### src/rtl/pc_gen_unit.sv
// ---------------------------------------------------------------------------
// pc_gen_unit
//   Program-counter generator for the instruction-fetch stage. Holds the
//   architectural fetch PC and picks the next one from: sequential increment,
//   taken branch, jump, exception vector or exception return. A redirect that
//   arrives while the stage is stalled is parked in a pending register and
//   applied on stall release. Redirect targets that are not aligned to the
//   instruction size are replaced by the exception vector and reported.
//
// Ports
//   clk              rising-edge clock
//   rst_n            asynchronous active-low reset
//   stall_i          hold the PC this cycle
//   branch_i         taken-branch redirect request, target branch_target_i
//   jump_i           jump redirect request, target jump_target_i
//   exc_i            exception: go to EXC_VECTOR (beats stall and pending)
//   eret_i           exception return, target epc_i
//   pc_o             current fetch PC
//   pc_plus_o        pc_o + INST_BYTES (wraps modulo 2^ADDR_W)
//   pc_valid_o       pc_o is a real fetch address (low only in BOOT)
//   misalign_o       one-cycle pulse: a selected/captured target was misaligned
//   badaddr_o        last misaligned target
//   state_o          FSM state for observation (0 BOOT, 1 RUN, 2 PEND)
//
// Handshake: no valid/ready pairs here. stall_i is a level hold; redirect
//   requests are single-cycle qualifiers sampled on the rising clock edge and
//   are not acknowledged -- a request seen in PEND is simply dropped.
// ---------------------------------------------------------------------------
module pc_gen_unit #(
  parameter int unsigned       ADDR_W       = 32,
  parameter int unsigned       INST_BYTES   = 4,
  parameter logic [ADDR_W-1:0] RESET_VECTOR = 32'h0000_0000,
  parameter logic [ADDR_W-1:0] EXC_VECTOR   = 32'h8000_0180
) (
  input  logic              clk,
  input  logic              rst_n,
  input  logic              stall_i,
  input  logic              branch_i,
  input  logic [ADDR_W-1:0] branch_target_i,
  input  logic              jump_i,
  input  logic [ADDR_W-1:0] jump_target_i,
  input  logic              exc_i,
  input  logic              eret_i,
  input  logic [ADDR_W-1:0] epc_i,
  output logic [ADDR_W-1:0] pc_o,
  output logic [ADDR_W-1:0] pc_plus_o,
  output logic              pc_valid_o,
  output logic              misalign_o,
  output logic [ADDR_W-1:0] badaddr_o,
  output logic [1:0]        state_o
);

  typedef enum logic [1:0] {
    ST_BOOT = 2'd0,
    ST_RUN  = 2'd1,
    ST_PEND = 2'd2
  } state_e;

  // Mask of the byte-offset bits inside one instruction; zero when
  // INST_BYTES is 1, so nothing can ever be misaligned in that case.
  localparam logic [ADDR_W-1:0] OFF_MASK = ADDR_W'(INST_BYTES - 1);
  localparam logic [ADDR_W-1:0] INC      = ADDR_W'(INST_BYTES);

  state_e              state_q, state_d;
  logic [ADDR_W-1:0]   pc_q, pc_d;
  logic [ADDR_W-1:0]   pend_q, pend_d;
  logic [ADDR_W-1:0]   bad_q, bad_d;
  logic                mis_q, mis_d;
  logic                valid_q, valid_d;

  logic                redir_req;
  logic [ADDR_W-1:0]   raw_target;
  logic                raw_mis;
  logic [ADDR_W-1:0]   res_target;

  // Redirect selection below exception level: eret > branch > jump.
  assign redir_req  = eret_i | branch_i | jump_i;
  assign raw_target = eret_i   ? epc_i :
                      branch_i ? branch_target_i :
                                 jump_target_i;
  assign raw_mis    = redir_req && ((raw_target & OFF_MASK) != '0);
  assign res_target = raw_mis ? EXC_VECTOR : raw_target;

  always_comb begin
    state_d = state_q;
    pc_d    = pc_q;
    pend_d  = pend_q;
    bad_d   = bad_q;
    mis_d   = 1'b0;

    if (exc_i) begin
      // Exception wins in every state, stalled or not.
      pc_d    = EXC_VECTOR;
      pend_d  = '0;
      state_d = ST_RUN;
    end else begin
      case (state_q)
        ST_BOOT: begin
          state_d = ST_RUN;
        end
        ST_RUN: begin
          if (!stall_i) begin
            pc_d = redir_req ? res_target : pc_q + INC;
          end else if (redir_req) begin
            pend_d  = res_target;
            state_d = ST_PEND;
          end
          // Misalignment is reported when the target is selected or
          // captured, so a stalled bad target still pulses right away.
          if (raw_mis) begin
            mis_d = 1'b1;
            bad_d = raw_target;
          end
        end
        ST_PEND: begin
          // Younger redirects are wrong-path: only the parked one is used.
          if (!stall_i) begin
            pc_d    = pend_q;
            pend_d  = '0;
            state_d = ST_RUN;
          end
        end
        default: begin
          state_d = ST_BOOT;
        end
      endcase
    end

    valid_d = (state_d != ST_BOOT);
  end

  always_ff @(posedge clk or negedge rst_n) begin
    if (!rst_n) begin
      state_q <= ST_BOOT;
      pc_q    <= RESET_VECTOR;
      pend_q  <= '0;
      bad_q   <= '0;
      mis_q   <= 1'b0;
      valid_q <= 1'b0;
    end else begin
      state_q <= state_d;
      pc_q    <= pc_d;
      pend_q  <= pend_d;
      bad_q   <= bad_d;
      mis_q   <= mis_d;
      valid_q <= valid_d;
    end
  end

  assign pc_o       = pc_q;
  assign pc_plus_o  = pc_q + INC;
  assign pc_valid_o = valid_q;
  assign misalign_o = mis_q;
  assign badaddr_o  = bad_q;
  assign state_o    = state_q;

endmodule

### config.mk
export PLATFORM = sky130hd
export DESIGN_NAME = pc_gen_unit
export DESIGN_NICKNAME = d
export VERILOG_FILES = /design/src/rtl/pc_gen_unit.sv
export SDC_FILE = /design/constraint.sdc
export NUM_CORES = 1
export LEC_CHECK = 0
export CAP_MARGIN = 20
export CELL_PAD_IN_SITES_DETAIL_PLACEMENT = 0
export CELL_PAD_IN_SITES_GLOBAL_PLACEMENT = 1
export CORE_MARGIN = 2
export CORE_UTILIZATION = 34
export CTS_BUF_LIST = sky130_fd_sc_hd__clkbuf_4
export DETAILED_ROUTE_END_ITERATION = 10
export PLACE_DENSITY = 0.92
export SYNTH_ARGS = -nofsm -noshare
export SYNTH_HDL_FRONTEND = slang
export SYNTH_SLANG_ARGS = --single-unit
### constraint.sdc
create_clock -name clk -period 2.1 [get_ports clk]
set_input_delay 0.21 -clock clk [delete_from_list [all_inputs] [get_ports clk]]
set_output_delay 0.21 -clock clk [all_outputs]
set_load 0.1 [all_outputs]
==> impl_metrics.env <==
export IMPL_peakVddDrop_mv=0.5855
export IMPL_p_leak_nw=4.567
export IMPL_worstMarginPinSlew_ns=0.8355
export IMPL_insertion_delay_ns=0.49
export IMPL_clkSlewWorstSetupHoldPaths_ns=0.17
export IMPL_cts_tree="built"
export IMPL_drt_first_pass_iters=5
export IMPL_grt_antenna_before_repair=0
export IMPL_path_cells="nand4_1 > or4_4 > nor4_4 > xor2_4 > buf_12"
export IMPL_synth_top_area_cell="dfrtp_1"
export IMPL_synth_edf_count=0
export IMPL_die_width_um=133.3
export IMPL_synth_most_common_cell="dfrtp_1"
export IMPL_synthCells=610
export IMPL_drtIter0Drc=315
export IMPL_synth_main_ff_cell="dfrtp_1"
export IMPL_rows=47
export IMPL_yosys_top_cells_count="dfrtp_1, o21ai_0, nand2_1"
export IMPL_max_freq_mhz=380.3
export IMPL_place_congestion=0.8743
export IMPL_grt_pass1_wl_mm=34.24
export IMPL_drive_gt1_share_pct=37.76
export IMPL_syn_cell_area_mm2=0.005687
export IMPL_dp_hpwl_mm=15.48
export IMPL_slowest_delay_ns=0.58
export IMPL_n_fill_cell=1384
export IMPL_relSlewSlack_pct=42.86
export IMPL_endpoint_kind="primary output"
export IMPL_port_buffer_count=202
export IMPL_grt_pass1_vias=6203
export IMPL_initial_utilization_pct=34.54
export IMPL_ys_seq_area_share_pct=44.00
export IMPL_fin_crit_sh_pct=125.2
export IMPL_crit_arrival_ns=2.42
export IMPL_io_pins=203
export IMPL_syn_avg_cell_area_um2=9.322
export IMPL_synth_top_area_share_pct=44.00
export IMPL_grt_start_max_net_pins=44
export IMPL_wl_mm=21.61
export IMPL_hold_worst_slack_ns=0.2053
export IMPL_r2r_start="pc_o[10]$_DFFE_PN0P_"
export IMPL_wl_per_cell_um=19.24
export IMPL_cp_slowest_cell="or4_4"
export IMPL_rrSetupSlack_ns=-0.06
export IMPL_synthDistinctLibCells=60
export IMPL_drtAntennaViolNets=0
export IMPL_overflow=0
export IMPL_ys_seq_elements=100
export IMPL_grtUsageTotal_pct=24.54
export IMPL_cts_buffers=9
export IMPL_synth_fp_nets=714
export IMPL_finalNetCount=1002
export IMPL_clock_path_buffers=2
export IMPL_crit_fanout=6
export IMPL_drcViolationCount=0
export IMPL_cts_root_buf="clkbuf_4"
export IMPL_synthTopCellsByArea="dfrtp_1, mux2i_1, o21ai_0"
export IMPL_min_period_ns=2.629
export IMPL_worst_slack_ns=-0.5292
export IMPL_min_path_type="in -> async"
export IMPL_fin_tns_setup_ns=-9.385
export IMPL_avgViaCountPerCell=5.364
export IMPL_report_final_hold_viol_count=0
export IMPL_dieArea_mm2=0.01778
export IMPL_power_density_mw_per_mm2=659.7
export IMPL_cts_sinks=100
export IMPL_critPathKind="reg -> out"
export IMPL_status="finished with violations"
export IMPL_violations="setup timing"
export IMPL_maxSlewViolCount=0
export IMPL_clock_skew_ns=0.02821
export IMPL_async_flop_share_pct=100.0
export IMPL_ctsHtreeMaxLevel=3
export IMPL_rsz0062_at_grt="yes"
export IMPL_setup_viol=26
export IMPL_vias=6024
export IMPL_maxCapViolations=0
export IMPL_area_growth_pct=75.78
export IMPL_core_mm2=0.01647
export IMPL_ys_warn_count=0
export IMPL_rr_endpoint="pc_o[28]$_DFFE_PN0P_"
export IMPL_diodes=0
export IMPL_crit_required_ns=1.89
export IMPL_crit_path_start_kind="flip-flop"
export IMPL_die_y_um=133.3
export IMPL_reg2regPathDepth=11
## sequential cells by signal (all words and copies together) (netlist names)
register and cells:
pend_q 32, pc_o 32, badaddr_o 32, pc_valid_o 1
state_o 2, misalign_o 1
## power breakdown
group          switching [mW]  internal [mW]
combinational            2.17          0.834
sequential              0.132           2.13
clock                   0.707          0.618
total                    3.01           3.58
## timing repair
item	in CTS	in global routing
setup endpoints to repair	25	31
hold endpoints to repair	29	0
pin swaps	28	21
cloned	0	0
setup buffers	19	17
hold buffers	1	0
gates resized for setup	40	21
## critical path, delay by kind of cell (launching register included)
family	cells	cell delay, ns
and+or+nand+nor	3	1.06
DFF	1	0.44
xor gates and xnor gates	1	0.22
buffers and inverters	1	0.20
## cell type report
class	instances	area, um^2	area share (%)
inverter	8	30.03	0.3004
multi-input combinational	454	3690	36.91
clock inverter	6	111.4	1.114
sequential	100	2596	25.97
timing repair buffer	325	3218	32.19
clock buffer	10	75.07	0.7510
tap	220	275.3	2.754
## worst max path at each step
stage | start | endpoint | slack [ns] | cells after the start
6_report | pc_o[10]$_DFFE_PN0P_ | pc_plus_o[29] | -0.53 | 5
5_1_grt | pc_o[12]$_DFFE_PN0P_ | pc_plus_o[31] | -0.64 | 5
4_1_cts | pc_o[12]$_DFFE_PN0P_ | pc_plus_o[31] | -0.55 | 5
3_5_place_dp | branch_target_i[0] | pc_o[31]$_DFFE_PN0P_ | -0.19 | 7
3_3_place_gp | branch_target_i[0] | pc_o[31]$_DFFE_PN0P_ | -0.18 | 7
2_1_floorplan | pc_o[5]$_DFFE_PN0P_ | pc_o[29]$_DFFE_PN0P_ | -0.48 | 6
## routing by layer
layer  share of wire (%)  global-route usage (%)
met3                 6.3                   5.061
met1                  42                   32.11
met4                 2.8                   8.392
met2                  49                   40.66
met5                   0                       0
## cells in the final DEF (no fill, tap or decap), types with 11 or more instances in the layout
master and instances:
buf_12 36, o2bb2ai_1 27, o21ai_0 55, xor2_4 12, dfrtp_1 71, clkdlybuf4s50_1 99
nor2_1 43, mux2i_1 31, a21oi_1 40, a21o_1 20, buf_6 20, buf_4 166
dfrtp_4 23, a22oi_1 22, xnor2_4 11, nand2_1 52
## through the flow
stage	std cells	utilization [%]	instance area [um^2]	total power, mW	setup WS, ns
3_5_place_dp	1074	56.07	9233	5.276	-0.1868
3_3_place_gp	1074	56.07	9233	5.248	-0.1841
4_1_cts	1110	59.48	9793	6.604	-0.5468
5_1_grt	1123	60.71	9996	6.843	-0.6423
6_report	1123	60.71	9996	6.595	-0.5292
2_1_floorplan	610	-	6286	4.294	-0.4798
## kinds of logic after synthesis
family	Yosys count	share of synthesized area, %
compound gates	205	23.74
flops	100	44.00
fa+ha+maj	1	0.2200
xor+xnor	27	4.291
simple gates	183	16.63
buf+inv	56	4.268
mux	38	6.843
Note: power is estimated with default switching activity, not from simulation.
